**src/rtl/bg_frame_flash_draw.sv**
```systemverilog
// Background/frame painter with a border flash sequencer.
// Latency: BG_RGB/border are registered, 1 cycle after pixelX/pixelY; flashBusy is registered.
// Backpressure: none; the pixel stream is consumed every cycle and extra flash requests are dropped.
//
// Ports:
//   clk          pixel clock
//   resetN       asynchronous active-low reset
//   startOfFrame single-cycle pulse on the first pixel of each frame
//   pixelX/Y     current pixel coordinates (11 bits each)
//   flashReq     single-cycle request to flash the border
//   BG_RGB       background colour, RRRGGGBB
//   border       current pixel is part of the playfield border
//   flashBusy    a flash sequence is running
module bg_frame_flash_draw #(
  parameter int X_FRAME      = 543,
  parameter int Y_FRAME      = 479,
  parameter int BORDER_W     = 1,
  parameter int FLASH_COUNT  = 3,
  parameter int FLASH_FRAMES = 8
) (
  input  logic        clk,
  input  logic        resetN,
  input  logic        startOfFrame,
  input  logic [10:0] pixelX,
  input  logic [10:0] pixelY,
  input  logic        flashReq,
  output logic [7:0]  BG_RGB,
  output logic        border,
  output logic        flashBusy
);

  localparam logic [10:0] X_LAST  = 11'(X_FRAME);
  localparam logic [10:0] Y_LAST  = 11'(Y_FRAME);
  // Pixels strictly beyond these are in the right/bottom border band.
  localparam logic [10:0] X_INNER = 11'(X_FRAME - BORDER_W);
  localparam logic [10:0] Y_INNER = 11'(Y_FRAME - BORDER_W);
  localparam logic [10:0] BW      = 11'(BORDER_W);

  localparam logic [5:0] FRAME_LAST = 6'(FLASH_FRAMES - 1);
  localparam logic [3:0] FLASH_LAST = 4'(FLASH_COUNT - 1);

  localparam logic [7:0] RGB_BLACK = 8'h00;
  localparam logic [7:0] RGB_WHITE = 8'hFF;
  localparam logic [7:0] RGB_RED   = 8'hE0;
  localparam logic [7:0] RGB_PANEL = 8'h6D;

  typedef enum logic [1:0] {
    IDLE      = 2'd0,
    FLASH_ON  = 2'd1,
    FLASH_OFF = 2'd2
  } state_t;

  state_t      state_q;
  logic [5:0]  frame_cnt_q;
  logic [3:0]  flash_cnt_q;
  logic        busy_q;
  logic [7:0]  rgb_q;
  logic        border_q;

  logic [7:0]  rgb_d;
  logic        border_d;
  logic        in_col_band;
  logic        in_row_band;
  logic        in_border;
  logic        in_panel;
  logic        phase_end;

  // ---------------------------------------------------------------------
  // Pixel classification
  // ---------------------------------------------------------------------
  always_comb begin
    in_col_band = (pixelX < BW) || ((pixelX > X_INNER) && (pixelX <= X_LAST));
    in_row_band = (pixelY < BW) || ((pixelY > Y_INNER) && (pixelY <= Y_LAST));
    // A band only counts as border where it overlaps the playfield span
    // of the other axis.
    in_border   = ((pixelY <= Y_LAST) && in_col_band) ||
                  ((pixelX <= X_LAST) && in_row_band);
    in_panel    = (pixelX > X_LAST);
  end

  always_comb begin
    rgb_d    = RGB_BLACK;
    border_d = 1'b0;
    if (in_panel) begin
      rgb_d = RGB_PANEL;
    end else if (in_border) begin
      border_d = 1'b1;
      // Colour follows the current registered state, so a state change
      // shows up on the pixel registered after it.
      rgb_d    = (state_q == FLASH_ON) ? RGB_RED : RGB_WHITE;
    end
  end

  always_ff @(posedge clk or negedge resetN) begin
    if (!resetN) begin
      rgb_q    <= RGB_BLACK;
      border_q <= 1'b0;
    end else begin
      rgb_q    <= rgb_d;
      border_q <= border_d;
    end
  end

  // ---------------------------------------------------------------------
  // Flash sequencer
  // ---------------------------------------------------------------------
  assign phase_end = startOfFrame && (frame_cnt_q == FRAME_LAST);

  always_ff @(posedge clk or negedge resetN) begin
    if (!resetN) begin
      state_q     <= IDLE;
      frame_cnt_q <= '0;
      flash_cnt_q <= '0;
      busy_q      <= 1'b0;
    end else begin
      case (state_q)
        IDLE: begin
          // A coincident startOfFrame is not counted: counters start at 0.
          if (flashReq) begin
            state_q     <= FLASH_ON;
            frame_cnt_q <= '0;
            flash_cnt_q <= '0;
            busy_q      <= 1'b1;
          end
        end
        FLASH_ON: begin
          if (phase_end) begin
            frame_cnt_q <= '0;
            state_q     <= FLASH_OFF;
          end else if (startOfFrame) begin
            frame_cnt_q <= frame_cnt_q + 6'd1;
          end
        end
        FLASH_OFF: begin
          if (phase_end) begin
            frame_cnt_q <= '0;
            if (flash_cnt_q == FLASH_LAST) begin
              state_q <= IDLE;
              busy_q  <= 1'b0;
            end else begin
              flash_cnt_q <= flash_cnt_q + 4'd1;
              state_q     <= FLASH_ON;
            end
          end else if (startOfFrame) begin
            frame_cnt_q <= frame_cnt_q + 6'd1;
          end
        end
        default: begin
          state_q     <= IDLE;
          frame_cnt_q <= '0;
          flash_cnt_q <= '0;
          busy_q      <= 1'b0;
        end
      endcase
    end
  end

  assign BG_RGB    = rgb_q;
  assign border    = border_q;
  assign flashBusy = busy_q;

endmodule

```
**config.mk**
```make
export PLATFORM = sky130hd
export DESIGN_NAME = bg_frame_flash_draw
export DESIGN_NICKNAME = d
export VERILOG_FILES = /design/src/rtl/bg_frame_flash_draw.sv
export SDC_FILE = /design/constraint.sdc
export NUM_CORES = 1
export LEC_CHECK = 0
export BUFFER_PORTS_ARGS = -buffer_cell sky130_fd_sc_hd__buf_2
export CAP_MARGIN = 20
export CORE_ASPECT_RATIO = 1.4
export CORE_MARGIN = 10
export CORE_UTILIZATION = 41
export DETAILED_ROUTE_END_ITERATION = 8
export PLACE_DENSITY_LB_ADDON = 0.2
export SLEW_MARGIN = 20
export SYNTH_ARGS = -nofsm -noshare
export SYNTH_HDL_FRONTEND = slang
export SYNTH_SLANG_ARGS = --single-unit
```
**constraint.sdc**
```tcl
create_clock -name clk -period 1.86 [get_ports clk]
set_input_delay 0.186 -clock clk [delete_from_list [all_inputs] [get_ports clk]]
set_output_delay 0.186 -clock clk [all_outputs]
set_load 0.05 [all_outputs]
```
==> summary.md <==
| Metric | Value |
|---|---|
| Status | `complete, no violations` |
| Reg2reg setup slack | `0.05 ns` |
| Worst Max-Slew Pin Slew | `0.396 ns` |
| Post-synth EDFFs | `0` |
| Critical Path Start Type | `register` |
| Layout cells sized above 1 | `0.304` |
| Worst slack, placed | `-0.0158 ns` |
| ANT cells | `0` |
| Yosys top cell area share | `0.368` |
| Row Count | `22` |
| DR pass1 iterations | `4` |
| Top post-synthesis cells by area | `dfrtp_1 (37%), ha_1 (7.6%), buf_4 (3.3%)` |
| Initial Utilization | `0.433` |
| Largest net degree at the start of global routing | `18` |
| CP Buf/Inv Count | `1` |
| CTS root buffer | `clkbuf_4` |
| CTS Sinks | `17` |
| CP Class | `register to register` |
| WP depth | `6` |
| Routed WL per cell | `14.1 um` |
| Final WS setup | `0.0499 ns` |
| Vias in the first global route | `1114` |
| Lkg Pwr | `0.599 nW` |
| Min Tclk post-route | `1.81 ns` |
| Die W | `64.9 um` |
| Initial antenna violation count | `0` |
| Die Ht | `82.8 um` |
| FF+latch count, synth | `17` |
| Hold Path Cell Cnt | `3` |
| Min-delay worst type | `input pin to register` |
| Setup TNS | `0 ns` |
| First-pass GRT wire length | `4.75 mm` |
| Worst Path Max Fanout | `6` |
| Syn-to-layout area delta | `19.2%` |
| Synthesized area | `1150 um^2` |
| Critical R2R Launch | `state_q[0]` |
| Gp weighted congestion | `0.836` |
| Fin area | `1380 um^2` |
| Power Density | `811 nW/um^2` |
| Setup repair after global routing missed its margin | `true` |
| R2r worst-path depth | `6` |
| CTS tree | `yes` |
| Syn. warnings | `0` |
| Post-synth net total | `157` |
| H-tree depth | `1` |
| Worst Hold End | `BG_RGB[6]` |
| Max VDD drop | `599 uV` |
| Cells along the critical path | `inv_1 > ha_1 > nor2b_1 > or2_2 > a21oi_1 > nor2_1` |
| Total Routing Usage GR | `0.108` |
| DRT Wirelength | `2.74 mm` |
| Predominant post-synthesis flop cell | `dfrtp_1` |
| Crit path arrival time | `1.98 ns` |
| Post-DR vias/cell | `5.59` |
| Largest stage delay on the critical path | `0.41 ns` |
| M2 GR Usage | `0.206` |
| Core footprint | `2670 um^2` |
| Clk slew on worst S/H paths | `0.12 ns` |
| Post-synth cell types | `43` |
| Sequential share of the synthesized area | `0.368` |
| Grt total ovfl | `0` |
| DPL Wire Length | `2.21 mm` |
| Clk_lat worst skew | `0.30 ns` |
| Fin. max-slew vios | `0` |
| Clock buffer depth | `2` |
| Port bufs | `35` |
| Maxcap violations | `0` |
| CTS Buf Count | `3` |
| First DRT Iteration DRCs | `40` |
| Critical path capture point type | `register` |
| Max Fclk | `0.552 GHz` |
| # IOs | `36` |
| Cells after Synth | `124` |
| Cell taking the most area after synthesis | `dfrtp_1` |
| Top cells by count, synth | `dfrtp_1 (17), nor2_1 (10), nand2_1 (9)` |
| Async SR Flop Fraction | `1.00` |
| WP data required | `2.03 ns` |
| DR DRC count | `0` |
| Fin. Hold Viols | `0` |
| Post CTS Setup Buffer Count | `0` |
| Period utilization | `0.973` |
| Slowest cell on the critical path | `dfrtp_1` |
| Relative slew slack | `0.736` |
| Post-layout net count | `192` |
| Fillers | `262` |
| Post-route ant nets | `0` |
| GRT busiest layer | `met2` |
| Mean post-synth cell area | `9.31 um^2` |
| Met1 Track Usage GR | `0.112` |
| Met3 Usage GRT | `0.0309` |
| Vias post-DR | `1084` |
| Die Area | `5370 um^2` |
| Final setup viols | `0` |
| Dpl cell area | `1330 um^2` |
| HP Start | `pixelX[10]` |
| Count leader, synth | `dfrtp_1` |
| Clk_skew | `0.0185 ns` |
| FF-to-FF End | `frame_cnt_q[3]` |
| Cell family with the largest share of critical-path delay | `simple AND/OR/NAND/NOR gates` |
[area by class of cell]
| class | count | area, um^2 | share of cell area |
|---|---|---|---|
| sequential | 17 | 425 | 0.309 |
| inverter | 6 | 22.5 | 0.0164 |
| multi-input combinational | 95 | 672 | 0.488 |
| clock buffer | 4 | 26.3 | 0.0191 |
| timing repair buffer | 36 | 185 | 0.135 |
| tap | 36 | 45.0 | 0.0327 |
[cells by family (layout without fill, tap and decap cells)]
kind of cell               count (synthesis)  after routing  share of synthesized area
and+or+nand+nor                           58             58                      0.296
AOI/OAI and AO/OA                         25             25                      0.164
DFF                                       17             17                      0.368
buffers and inverters                     12             46                     0.0563
adders and majority gates                  7              7                     0.0758
xor gates and xnor gates                   3              3                     0.0228
muxes                                      2              2                     0.0173
[layout by cell type (no fill, tap or decap), types with 4 or more instances in the layout]
master / n
buf_2: 35
dfrtp_1: 17
nor2_1: 10
nand2_1: 9
nand3_1: 7
ha_1: 7
inv_1: 6
nor3_1: 6
nand4_1: 5
a21oi_1: 5
o21ai_0: 4
[worst reg2reg max path, stage by stage (launching register included)]
cell and delay, ns:
dfrtp_1 0.41, inv_1 0.08, ha_1 0.36, nor2b_1 0.20, or2_2 0.32, a21oi_1 0.23, nor2_1 0.08
[power by group]
group	switching, mW	total, mW	internal (mW)
Clock	0.125	0.208	0.0832
Combinational	0.296	0.453	0.157
Sequential	0.0379	0.455	0.417
Total	0.459	1.12	0.657
[stage by stage]
stage          instances  power [mW]   util  hold slack [ns]
6_report             194        1.12  0.515            0.193
5_1_grt              194        1.20  0.515            0.190
4_1_cts              194        1.11  0.514            0.189
3_5_place_dp         189       0.906  0.499            0.137
3_3_place_gp         189       0.902  0.499            0.131
2_1_floorplan        124       0.790      -           -0.110
[flip-flops by register name, summed over array words and instances (netlist names)]
| name | count |
|---|---|
| frame_cnt_q | 6 |
| flash_cnt_q | 4 |
| BG_RGB | 3 |
| state_q | 2 |
| border | 1 |
| flashBusy | 1 |
[metal layers]
layer	vias up	wire, um
li1	521	-
met2	45	1370
met3	2	196
met1	516	1150
met5	-	0
met4	0	19
[how the worst max path moves through the flow]
stage | start | end | slack, ns
finish | state_q[0] | frame_cnt_q[3] | 0.05
global route | state_q[0] | frame_cnt_q[3] | -0.01
CTS | state_q[0] | frame_cnt_q[3] | 0.07
detailed placement | state_q[1] | flash_cnt_q[2] | -0.02
global placement | state_q[1] | flash_cnt_q[2] | 0.11
floorplan | state_q[0] | frame_cnt_q[3] | 0.25
[repair_timing]
item,4_1_cts,5_1_grt
gates resized for setup,1,1
cloned,0,0
endpoints found under the setup margin,2,4
hold buffers,1,0
endpoints found under the hold margin,17,0
Power figures use the tool's default switching activity.
